### config.mk
export PLATFORM = sky130hd
export DESIGN_NAME = mem_initiator
export DESIGN_NICKNAME = d
export VERILOG_FILES = /design/src/rtl/mem_initiator.sv
export SDC_FILE = /design/constraint.sdc
export NUM_CORES = 1
export LEC_CHECK = 0
export BUFFER_PORTS_ARGS = -buffer_cell sky130_fd_sc_hd__buf_2
export CORE_MARGIN = 5
export CORE_UTILIZATION = 54
export DETAILED_ROUTE_END_ITERATION = 10
export PLACE_DENSITY = 0.81
export REMOVE_ABC_BUFFERS = 1
export SLEW_MARGIN = 20
export SYNTH_ARGS = -nofsm -noshare
export SYNTH_HDL_FRONTEND = slang
export SYNTH_SLANG_ARGS = --single-unit
export TNS_END_PERCENT = 10
### constraint.sdc
create_clock -name clk -period 2.93 [get_ports clk]
set_input_delay 0.293 -clock clk [delete_from_list [all_inputs] [get_ports clk]]
set_output_delay 0.293 -clock clk [all_outputs]
set_load 0.005 [all_outputs]
### src/rtl/mem_initiator.sv
// mem_initiator: turns one byte/half/word load or store request into a
// sequence of single-byte accesses on an 8-bit RAM with registered reads.
// Each accepted request produces exactly one response pulse.
//
// Ports:
//   clk, rst                       clock, async active-high reset
//   req_valid/req_ready            request handshake (ready only in IDLE)
//   req_write, req_size,           store/load, 00 byte 01 half 10 word 11 illegal,
//   req_unsigned                   zero- or sign-extend load result
//   req_addr, req_wdata            byte address, little-endian store data
//   rsp_valid, rsp_error,          one-cycle response pulse, reject flag,
//   rsp_rdata                      extended load data (0 otherwise)
//   ram_addr, ram_data_in,         RAM address and write data
//   ram_read_enable,               RAM read strobe (data returns next cycle)
//   ram_write_enable, ram_data_out RAM write strobe, RAM read data
module mem_initiator #(
   parameter int ADDR_WIDTH = 5,
   parameter int DEPTH      = 16
) (
   input  logic                  clk,
   input  logic                  rst,
   input  logic                  req_valid,
   output logic                  req_ready,
   input  logic                  req_write,
   input  logic [1:0]            req_size,
   input  logic                  req_unsigned,
   input  logic [ADDR_WIDTH-1:0] req_addr,
   input  logic [31:0]           req_wdata,
   output logic                  rsp_valid,
   output logic                  rsp_error,
   output logic [31:0]           rsp_rdata,
   output logic [ADDR_WIDTH-1:0] ram_addr,
   output logic [7:0]            ram_data_in,
   output logic                  ram_read_enable,
   output logic                  ram_write_enable,
   input  logic [7:0]            ram_data_out
);

   typedef enum logic [1:0] {IDLE, XFER, DRAIN, RESP} state_t;

   state_t                  state_q, state_d;
   logic                    write_q, uns_q, err_q;
   logic [1:0]              size_q, idx_q, idx_d, rd_idx_q;
   logic [ADDR_WIDTH-1:0]   addr_q;
   logic [31:0]             wdata_q;
   logic                    rd_pend_q;
   logic [3:0][7:0]         data_q;

   logic                    accept;
   logic [31:0]             n_in;
   logic                    err_in;
   logic [1:0]              last_idx;

   assign accept = req_valid && req_ready;

   // Legality of the incoming request, evaluated at acceptance.
   always_comb begin
      n_in = 32'd1;
      case (req_size)
         2'b01:   n_in = 32'd2;
         2'b10:   n_in = 32'd4;
         default: n_in = 32'd1;
      endcase
      err_in = (req_size == 2'b11)
            || ((32'(req_addr) & (n_in - 32'd1)) != 32'd0)
            || ((32'(req_addr) + n_in) > 32'(DEPTH));
   end

   always_comb begin
      case (size_q)
         2'b00:   last_idx = 2'd0;
         2'b01:   last_idx = 2'd1;
         default: last_idx = 2'd3;
      endcase
   end

   always_comb begin
      state_d = state_q;
      idx_d   = idx_q;
      case (state_q)
         IDLE: if (accept) begin
            state_d = err_in ? RESP : XFER;
            idx_d   = 2'd0;
         end
         XFER: begin
            idx_d = idx_q + 2'd1;
            if (idx_q == last_idx) state_d = write_q ? RESP : DRAIN;
         end
         DRAIN:   state_d = RESP;
         default: state_d = IDLE;
      endcase
   end

   always_ff @(posedge clk or posedge rst) begin
      if (rst) begin
         state_q   <= IDLE;
         idx_q     <= '0;
         write_q   <= 1'b0;
         uns_q     <= 1'b0;
         err_q     <= 1'b0;
         size_q    <= '0;
         addr_q    <= '0;
         wdata_q   <= '0;
         rd_pend_q <= 1'b0;
         rd_idx_q  <= '0;
         data_q    <= '0;
      end else begin
         state_q   <= state_d;
         idx_q     <= idx_d;
         if (accept) begin
            write_q <= req_write;
            uns_q   <= req_unsigned;
            err_q   <= err_in;
            size_q  <= req_size;
            addr_q  <= req_addr;
            wdata_q <= req_wdata;
            data_q  <= '0;
         end
         // RAM read is registered: byte requested in one cycle is on
         // ram_data_out during the next and captured at its end.
         rd_pend_q <= ram_read_enable;
         rd_idx_q  <= idx_q;
         if (rd_pend_q) data_q[rd_idx_q] <= ram_data_out;
      end
   end

   always_comb begin
      req_ready        = (state_q == IDLE) && !rst;
      ram_read_enable  = 1'b0;
      ram_write_enable = 1'b0;
      ram_addr         = '0;
      ram_data_in      = '0;
      rsp_valid        = 1'b0;
      rsp_error        = 1'b0;
      rsp_rdata        = '0;
      if (state_q == XFER) begin
         ram_write_enable = write_q;
         ram_read_enable  = !write_q;
         ram_addr         = addr_q + {{(ADDR_WIDTH-2){1'b0}}, idx_q};
         if (write_q) ram_data_in = wdata_q[idx_q*8 +: 8];
      end
      if (state_q == RESP) begin
         rsp_valid = 1'b1;
         rsp_error = err_q;
         if (!err_q && !write_q) begin
            case (size_q)
               2'b00:   rsp_rdata = {{24{!uns_q && data_q[0][7]}}, data_q[0]};
               2'b01:   rsp_rdata = {{16{!uns_q && data_q[1][7]}}, data_q[1], data_q[0]};
               default: rsp_rdata = data_q;
            endcase
         end
      end
   end

endmodule
==> impl_metrics.tcl <==
set metrics [dict create \
    port_buffers 101 \
    ys_async_sr_fraction 1.000 \
    grt_max_degree 50 \
    max_slew_margin 0.5200 \
    outcome "complete, no violations" \
    crit_type "reg -> out" \
    dr.pass1.iters 4 \
    crit_path_end_kind "primary output" \
    max-vdd-ir-drop_mv 0.6473 \
    finalWirelength_um 9783 \
    crit_chain "ha_1, inv_1, nor3_4, o21ai_2, a21oi_1, buf_2" \
    timing.rr.end "idx_q[1]" \
    routedWlPerCell_um 15.68 \
    core_um2 7607 \
    cts.repair.resized 0 \
    clock-root-buffer "clkbuf_8" \
    leakagePower_nw 2.612 \
    synth_cell_types 46 \
    power.clock.fraction 0.177 \
    final_common_cell "nand2_1" \
    route.vias.total 3369 \
    dieArea_um2 9538 \
    reg2reg_slack_ps 890 \
    grt_pass1_wl_um 16380 \
    layout_common_cells "nand2_1 (123), buf_2 (101), dfrtp_1 (81)" \
    gp_congestion 0.8077 \
    fillerInstances 652 \
    required_ps 2640 \
    place_inst 608 \
    yosysSeqAreaShare 0.4884 \
    area.sequential_um2 2027 \
    die_w_um 97.67 \
    reg2reg_depth 7 \
    final-hold-violation-count 0 \
    fp.dieH_um 97.67 \
    vias_per_cell 5.399 \
    grt_usage 0.2112 \
    drive_above_1_share 0.2663 \
    max_freq_ghz 0.4177 \
    rows 32 \
    area_growth_pct 17.37 \
    pre_cts_ws_ps 572.3 \
    skew_ps 7.909 \
    netlist_instances 424 \
    fin_ws_ps 535.9 \
    setup_viol 0 \
    critPathArrivalTime_ps 2100 \
    fin_util 0.6403 \
    crit_family "compound AO/OA/AOI/OAI gates" \
    initial_core_util 0.5456 \
    h-tree-depth 3 \
    cts_tree "done" \
    ant_nets 0 \
    synth_edf_count 0 \
    final_max_slew_viol_count 0 \
    worstMarginPinSlew_ps 718.9 \
    cts_num_sinks 81 \
    seqPwrFrac 0.457 \
    cpPeakStageDelay_ps 420 \
    rsz0062_at_grt "false" \
    clkTransAtPathRegs_ps 80 \
    insertion_delay_ps 350 \
    io_pins 102 \
    remaining_drc_errors 0 \
    n_antenna_cell 0 \
    swShare 0.3658 \
    cp_slowest_cell "dfrtp_1" \
    fin_cells 624 \
    place_hpwl_um 7113 \
    clk_path_buf_depth 2 \
    p_int_mw 2.792 \
    drt_iter0_markers 174 \
    timing.rr.start "state_q[0]" \
    synth-seq-cells 81 \
    crit_path_start "state_q[0]" \
    critPathLaunchType "register" \
    min_period_ps 2394 \
    hp-class "in -> async" \
    fin_crit_sh 0.8171 \
    cp-endpoint "rsp_rdata[17]" \
    p_per_area_nw_per_um2 903.8 \
    p_sw_mw 1.610 \
    critical_path_depth 6 \
    nets 586 \
    cts_inserted_buffers 9 \
    combPwrFrac 0.366 \
    synth_flop_cell "dfrtp_1" \
    syn_area_um2 4150 \
    crit_path_max_fanout 16 \
    avgSynthCellArea_um2 9.788 \
    multi_input_area_um2 1881 \
    grt_overflow 0 \
    postCtsSetupBuffers 0 \
    yosysWarningCount 0 \
    grt_pass1_vias 3405 \
    cts_hold_buf 0 \
    drv_cap 0 \
    tns_ps 0 \
    antenna_found_initial 0 \
    worst-path-buf-inv 2 \
]
[power by group through the flow]
stage | combinational (mW) | clock [mW] | sequential (mW)
5_1_grt | 1.81 | 0.849 | 2.09
6_report | 1.61 | 0.780 | 2.01
4_1_cts | 1.62 | 0.794 | 2.01
3_5_place_dp | 1.61 | 0 | 2.03
2_1_floorplan | 1.15 | 0 | 1.94
3_3_place_gp | 1.54 | 0 | 1.99
[flip-flops by register name, summed over array words and instances (netlist names)]
register   count
addr_q         5
data_q        32
err_q          1
idx_q          2
rd_idx_q       2
rd_pend_q      1
size_q         2
state_q        2
uns_q          1
wdata_q       32
write_q        1
[metal layers]
| metal | vias up | wire length, um | track usage |
|---|---|---|---|
| li1 | 1623 | - | - |
| met1 | 1603 | 4283 | 0.2899 |
| met2 | 123 | 4625 | 0.3353 |
| met3 | 20 | 681 | 0.04092 |
| met4 | 0 | 193 | 0.07561 |
| met5 | - | 0 | 0 |
[through the flow]
| stage | hold slack (ps) | cell area [um2] | total power, mW |
|---|---|---|---|
| 2_1_floorplan | 398.4 | 4009 | 3.089 |
| 3_3_place_gp | 444.5 | 4684 | 3.531 |
| 3_5_place_dp | 456.4 | 4684 | 3.640 |
| 4_1_cts | 85.61 | 4871 | 4.424 |
| 5_1_grt | 118.4 | 4871 | 4.751 |
| 6_report | 62.83 | 4871 | 4.402 |
[cell type report]
cell class,count,share of cell area
multi-input cells,293,0.3861
flip-flops and latches,81,0.4161
clock buffers,10,0.02620
clock inverters,6,0.01207
well taps,102,0.02620
repair buffers,105,0.1125
inverters,27,0.02081
[synth_stat cells (7+ instances only)]
library cell    n  area, um2
buf_2           7      35.03
dfrtp_1        81       2027
clkbuf_1        8      30.03
inv_1          27      101.4
nand2_1       123      461.7
and2_1         23      143.9
mux4_2          8      180.2
ha_1           15      187.7
a21oi_1        31      155.2
a22o_1         33      289.0
o21ai_0        16      80.08
[how the worst min path moves through the flow]
stage          cells past startpoint   startpoint     endpoint
3_3_place_gp                       2          rst  wdata_q[19]
3_5_place_dp                       2          rst  wdata_q[19]
2_1_floorplan                      2  req_addr[0]    addr_q[0]
6_report                           2          rst  wdata_q[25]
4_1_cts                            2          rst  wdata_q[25]
5_1_grt                            2          rst  wdata_q[17]
[kinds of logic (layout without fill, tap and decap cells)]
logic type / Yosys count / in the layout / share of synthesized area
buffers and inverters: 50 / 148 / 0.05848
multiplexers: 10 / 10 / 0.04854
adder cells (fa/ha/maj): 17 / 17 / 0.05487
flip-flops: 81 / 81 / 0.4884
AND/OR/NAND/NOR: 168 / 168 / 0.1887
XOR/XNOR: 4 / 4 / 0.008443
AO/OA/AOI/OAI: 94 / 94 / 0.1526
Power figures use the tool's default switching activity.
